File: config.mk
export PLATFORM = sky130hd
export DESIGN_NAME = gshare_bpred_ras
export DESIGN_NICKNAME = d
export VERILOG_FILES = /design/src/rtl/gshare_bpred_ras.sv
export SDC_FILE = /design/constraint.sdc
export NUM_CORES = 2
export LEC_CHECK = 0
export BUFFER_PORTS_ARGS = -buffer_cell sky130_fd_sc_hd__buf_2
export CELL_PAD_IN_SITES_DETAIL_PLACEMENT = 1
export CELL_PAD_IN_SITES_GLOBAL_PLACEMENT = 2
export CORE_UTILIZATION = 38
export DETAILED_ROUTE_END_ITERATION = 8
export GPL_ROUTABILITY_DRIVEN = 0
export PLACE_DENSITY_LB_ADDON = 0.1
export SLEW_MARGIN = 20
export SYNTH_ARGS = -nofsm -noshare
export SYNTH_HDL_FRONTEND = slang
export SYNTH_SLANG_ARGS = --single-unit
File: constraint.sdc
create_clock -name clk -period 9.8 [get_ports clk]
set_input_delay 1.96 -clock clk [delete_from_list [all_inputs] [get_ports clk]]
set_output_delay 1.96 -clock clk [all_outputs]
set_load 0.02 [all_outputs]
File: src/rtl/gshare_bpred_ras.sv
// Fetch-stage next-PC predictor: gshare direction table, tagged BTB with branch kind, circular RAS.
// Lookup is combinational; GHR/RAS advance speculatively on a fetch hit, AGEX trains and repairs.
module gshare_bpred_ras #(
   parameter int DBITS       = 32,
   parameter int HIST_BITS   = 8,
   parameter int BTB_ENTRIES = 32,
   parameter int RAS_DEPTH   = 8
) (
   input  logic                 clk,
   input  logic                 reset,
   input  logic                 pred_valid_i,
   input  logic [DBITS-1:0]     pred_pc_i,
   output logic                 pred_taken_o,
   output logic [DBITS-1:0]     pred_target_o,
   output logic [HIST_BITS-1:0] pred_index_o,
   output logic [HIST_BITS-1:0] pred_hist_o,
   input  logic                 upd_valid_i,
   input  logic [DBITS-1:0]     upd_pc_i,
   input  logic [DBITS-1:0]     upd_target_i,
   input  logic                 upd_taken_i,
   input  logic [1:0]           upd_kind_i,
   input  logic [HIST_BITS-1:0] upd_index_i,
   input  logic [HIST_BITS-1:0] upd_hist_i,
   input  logic                 upd_mispred_i
);

   localparam int BTB_IW = $clog2(BTB_ENTRIES);
   localparam int TAG_W  = DBITS - BTB_IW - 2;
   localparam int RAS_IW = $clog2(RAS_DEPTH);
   localparam int PHT_N  = 1 << HIST_BITS;

   localparam logic [1:0] K_COND = 2'b00;
   localparam logic [1:0] K_CALL = 2'b10;
   localparam logic [1:0] K_RET  = 2'b11;

   logic [HIST_BITS-1:0]   ghr;
   logic [1:0]             pht [PHT_N];
   logic [BTB_ENTRIES-1:0] btb_vld;
   logic [TAG_W-1:0]       btb_tag [BTB_ENTRIES];
   logic [DBITS-1:0]       btb_tgt [BTB_ENTRIES];
   logic [1:0]             btb_kind [BTB_ENTRIES];
   logic [DBITS-1:0]       ras [RAS_DEPTH];
   logic [RAS_IW-1:0]      ras_ptr;
   logic [RAS_IW:0]        ras_cnt;

   logic [HIST_BITS-1:0] idx;
   logic [BTB_IW-1:0]    set;
   logic [TAG_W-1:0]     tag;
   logic                 hit;
   logic [1:0]           kind;
   logic [DBITS-1:0]     pc_next;
   logic [DBITS-1:0]     ras_top;
   logic                 taken;
   logic [DBITS-1:0]     target;

   assign idx     = pred_pc_i[HIST_BITS+1:2] ^ ghr;
   assign set     = pred_pc_i[BTB_IW+1:2];
   assign tag     = pred_pc_i[DBITS-1:BTB_IW+2];
   assign hit     = btb_vld[set] && (btb_tag[set] == tag);
   assign kind    = btb_kind[set];
   assign pc_next = pred_pc_i + DBITS'(4);
   assign ras_top = ras[ras_ptr - RAS_IW'(1)];

   always_comb begin
      taken  = 1'b0;
      target = pc_next;
      if (hit) begin
         if (kind == K_COND) taken = pht[idx][1];
         else                taken = 1'b1;
         if (taken) begin
            if (kind == K_RET && ras_cnt != '0) target = ras_top;
            else                                target = btb_tgt[set];
         end
      end
   end

   assign pred_taken_o  = taken;
   assign pred_target_o = target;
   assign pred_index_o  = idx;
   assign pred_hist_o   = ghr;

   // A mispredict redirect wins over the speculative update of the same cycle.
   logic spec_fire, repair, push, pop;
   logic [HIST_BITS-1:0] ghr_nxt;

   assign spec_fire = pred_valid_i && !upd_mispred_i && hit;
   assign repair    = upd_valid_i && upd_mispred_i;
   assign push      = spec_fire && kind == K_CALL;
   assign pop       = spec_fire && kind == K_RET && ras_cnt != '0;

   always_comb begin
      ghr_nxt = ghr;
      if (repair) begin
         if (upd_kind_i == K_COND) ghr_nxt = {upd_hist_i[HIST_BITS-2:0], upd_taken_i};
         else                      ghr_nxt = upd_hist_i;
      end else if (spec_fire && kind == K_COND) begin
         ghr_nxt = {ghr[HIST_BITS-2:0], taken};
      end
   end

   always_ff @(posedge clk) begin
      if (!reset) begin
         ghr     <= '0;
         ras_ptr <= '0;
         ras_cnt <= '0;
      end else begin
         ghr <= ghr_nxt;
         if (push) begin
            ras_ptr <= ras_ptr + RAS_IW'(1);
            if (ras_cnt != (RAS_IW+1)'(RAS_DEPTH)) ras_cnt <= ras_cnt + (RAS_IW+1)'(1);
         end else if (pop) begin
            ras_ptr <= ras_ptr - RAS_IW'(1);
            ras_cnt <= ras_cnt - (RAS_IW+1)'(1);
         end
      end
   end

   // A full stack wraps, overwriting the oldest return address.
   always_ff @(posedge clk) begin
      if (reset && push) ras[ras_ptr] <= pc_next;
   end

   // Training from AGEX.
   logic [BTB_IW-1:0] u_set;
   logic [TAG_W-1:0]  u_tag;
   logic              pht_wr, btb_wr;
   logic [1:0]        ctr, ctr_nxt;
   logic              unused_upd_lsb;

   assign u_set          = upd_pc_i[BTB_IW+1:2];
   assign u_tag          = upd_pc_i[DBITS-1:BTB_IW+2];
   assign pht_wr         = upd_valid_i && upd_kind_i == K_COND;
   assign btb_wr         = upd_valid_i && (upd_taken_i || upd_kind_i != K_COND);
   assign ctr            = pht[upd_index_i];
   assign unused_upd_lsb = ^upd_pc_i[1:0];

   always_comb begin
      ctr_nxt = ctr;
      if (upd_taken_i && ctr != 2'b11)       ctr_nxt = ctr + 2'd1;
      else if (!upd_taken_i && ctr != 2'b00) ctr_nxt = ctr - 2'd1;
   end

   always_ff @(posedge clk) begin
      if (!reset) begin
         for (int i = 0; i < PHT_N; i++) pht[i] <= 2'b01;
      end else if (pht_wr) begin
         pht[upd_index_i] <= ctr_nxt;
      end
   end

   always_ff @(posedge clk) begin
      if (!reset)      btb_vld        <= '0;
      else if (btb_wr) btb_vld[u_set] <= 1'b1;
   end

   always_ff @(posedge clk) begin
      if (reset && btb_wr) begin
         btb_tag[u_set]  <= u_tag;
         btb_tgt[u_set]  <= upd_target_i;
         btb_kind[u_set] <= upd_kind_i;
      end
   end

endmodule
==> flow_metrics.tcl <==
set metrics [dict create \
    die_area_mm2 0.299 \
    finalWirelength_um 366000 \
    grt_pass1_wl_um 514000 \
    detail_route.drc_violations 12 \
    post-cts-setup-buffer-count 0 \
    first_iter_violations 5775 \
    critical_path_class "in -> out" \
    highest_layer "met5" \
    layout.cells.most_common_list "edfxtp_1, nand2_1, mux4_2" \
    port_buffers 166 \
    timing.hold.worst.start "btb_vld[23]" \
    drive_gt1_frac 0.243 \
    post_cts.resized_instances 0 \
    synth_flop_cell "edfxtp_1" \
    clk_lat_worst_skew_ps 930 \
    drt-met1-wl_um 151000 \
    layout.nets 6689 \
    root_driver "clkbuf_16" \
    max_freq_mhz 106 \
    areaGrowthSynthToFinish_pct 14.4 \
    core_region_area_mm2 0.295 \
    synth.largest_area_cell "edfxtp_1" \
    detailroute.wirelength.met2_um 189000 \
    ys_ff_latch 2703 \
    cts_num_sinks 2703 \
    startpoint_type "input port" \
    rsz0062_at_grt "no" \
    die_span_in_y_um 547 \
    detail_route.wl_per_cell_um 34.1 \
    fin_crit_share 0.965 \
    grt_pass1_vias 65400 \
    drt_first_pass_iters 9 \
    max_cap_violations 0 \
    synth_largest_type_area_fraction 0.708 \
    worst-r2r-setup-slack_ps 4760 \
    violations_in_the_final_reports "DRC" \
    fin_util 0.438 \
    worstPathArrival_ps 7500 \
    power.density_mw_per_mm2 203 \
    skew_ps 65.8 \
    finalHoldViolCount 0 \
    cts_tree "done" \
    synth_sequential_area_ratio 0.716 \
    crit_chain "buf_8, xnor2_1, inv_4, buf_4, mux4_2, a221oi_1, nor2_1, o31ai_1, o32ai_1, a22oi_1, buf_4, and2_1, and2b_2, buf_4, mux2_4, buf_2" \
    initial_utilization 0.383 \
    run_status "complete, but fails checks" \
    dp_hpwl_um 209000 \
    ys.warnings.count 0 \
    hold_path_depth 1 \
    timing.slew.headroom 0.217 \
    critPathMostFrequentCell "buf_4" \
    hold_path.class "reg -> reg" \
    cts.hold.buffers_added 0 \
    ctsLongestPathBuffers 4 \
    gr-usage-all-layers 0.244 \
    cellLeakagePower_nw 41.1 \
    final.min_clock_period_ps 9460 \
    end_kind "output pin" \
    finalSetupViolations 0 \
    largest_net_degree_at_the_start_of_global_routing 141 \
    vias_per_cell 5.78 \
    synth_cell_types 80 \
    hold-path-endpoint "btb_vld[23]" \
    route.antenna.remaining_nets 0 \
    globalRouteOverflowTotal 0 \
    met3_wirelength_um 15200 \
    required_ps 7840 \
    chipWidth_um 547 \
    worst_pin_slew_ps 1170 \
    postSynthNetCount 6460 \
    htree_num_levels 5 \
    number_of_synthesized_flops_with_an_enable_pin 2656 \
    layout.cells.most_common "edfxtp_1" \
    vias 62200 \
    worst_setup_hold_path_clk_slew_ps 60 \
    r2r_end "ras[6][3]" \
    rr_worst_depth 11 \
    floorplan.io_pins 169 \
    share_of_synthesized_registers_carrying_an_async_set_or_reset 0 \
    synth_cells 6332 \
    synth.top_cells.by_area "edfxtp_1, mux4_2, mux2i_1" \
    timing.setup.tns_ps 0 \
    post_synth_design_cell_area_mm2 0.113 \
    worst_ir_drop_vdd_mv 0.142 \
    worst_path_largest_cell_delay_ps 680 \
    floorplan.rows 199 \
    rr_startpoint "btb_tag[22][4]" \
    synthesis.area_per_instance_um2 17.8 \
    critPathMaxFanout 14 \
    grt_antenna_before_repair 38 \
    critical_path.slowest_cell "a22oi_1" \
    timing_max_transition_violations_final 0 \
    cts_buffers 308 \
]
[cell type report]
type	instances	area, um^2
clock inverters	155	1540
multi-input cells	3118	30100
fillers	27800	166000
clock buffers	404	8410
well taps	3919	4900
diodes	17	42.5
inverters	23	91.3
repair buffers	407	3090
flip-flops and latches	2703	80700
[worst max-delay path by stage]
stage	slack, ps	start	to	depth (start not counted)
global placement	500	pred_pc_i[2]	pred_target_o[30]	16
floorplan	2250	pred_pc_i[3]	ras[6][0]	14
detailed placement	460	pred_pc_i[2]	pred_target_o[30]	16
global route	300	pred_pc_i[2]	pred_target_o[30]	16
CTS	430	pred_pc_i[2]	pred_target_o[30]	16
finish	340	pred_pc_i[2]	pred_target_o[30]	16
[metal layers]
layer	track usage	up-vias
li1	-	25900
met1	0.318	34100
met2	0.433	1649
met3	0.0221	526
met4	0.0719	4
met5	0	-
[power breakdown]
| part | internal [mW] | switching, mW | total (mW) |
|---|---|---|---|
| registers | 12.8 | 0.0392 | 12.8 |
| clock network | 6.74 | 4.79 | 11.5 |
| logic | 0.570 | 1.27 | 1.84 |
[Yosys cell counts, drive strengths merged (5+ instances only)]
library cell  instances
nand3b                6
nor4b                 5
o21ai                58
a211oi               73
and2                 13
buf                 189
a221oi               11
nand3               311
or2                   6
nor3                 30
dfxtp                47
nand2               697
inv                  21
nand2b               14
a311o                 7
nand4                26
nor2                372
ha                    7
o221ai               39
a21oi                24
mux4                667
xnor2                34
nor4                  7
mux2                 46
a31oi                45
o22ai                51
a22o                  9
and3                 19
nor3b                 6
a21o                 35
xor2                 31
nor2b                17
clkbuf              299
a22oi               117
edfxtp             2656
mux2i               283
[stage by stage]
step	power [mW]	area (um^2)	std cells	worst slack [ps]	hold WS, ps
2_1_floorplan	14.1	113000	6332	2250	421
3_3_place_gp	14.9	119000	10200	502	428
3_5_place_dp	14.9	119000	10200	463	439
4_1_cts	26.5	129000	10700	435	453
5_1_grt	26.9	129000	10700	299	460
6_report	26.2	129000	10700	340	449
[registers in the layout (all words and copies together), names as in the netlist]
signal,flops
ras_ptr,3
btb_tag,800
btb_tgt,1024
btb_vld,32
ras_cnt,4
btb_kind,64
pht,512
ras,256
pred_hist_o,8
[worst max-delay path, delay by kind of cell]
family	cells	cell delay [ps]
xor+xnor	1	630
compound gates	4	1820
mux	2	860
buf+inv	6	1480
simple gates	3	690
[cells by family (layout without fill, tap and decap cells)]
group / after synthesis / in the layout / share of synthesized area
other: 0 / 17 / 0
adders and majority gates: 8 / 8 / 0.000955
muxes: 996 / 996 / 0.164
AOI/OAI and AO/OA: 499 / 499 / 0.0318
DFF: 2703 / 2703 / 0.716
and+or+nand+nor: 1550 / 1550 / 0.0595
xor gates and xnor gates: 65 / 65 / 0.00505
buffers and inverters: 511 / 989 / 0.0223
(Power assumes the default switching activity.)
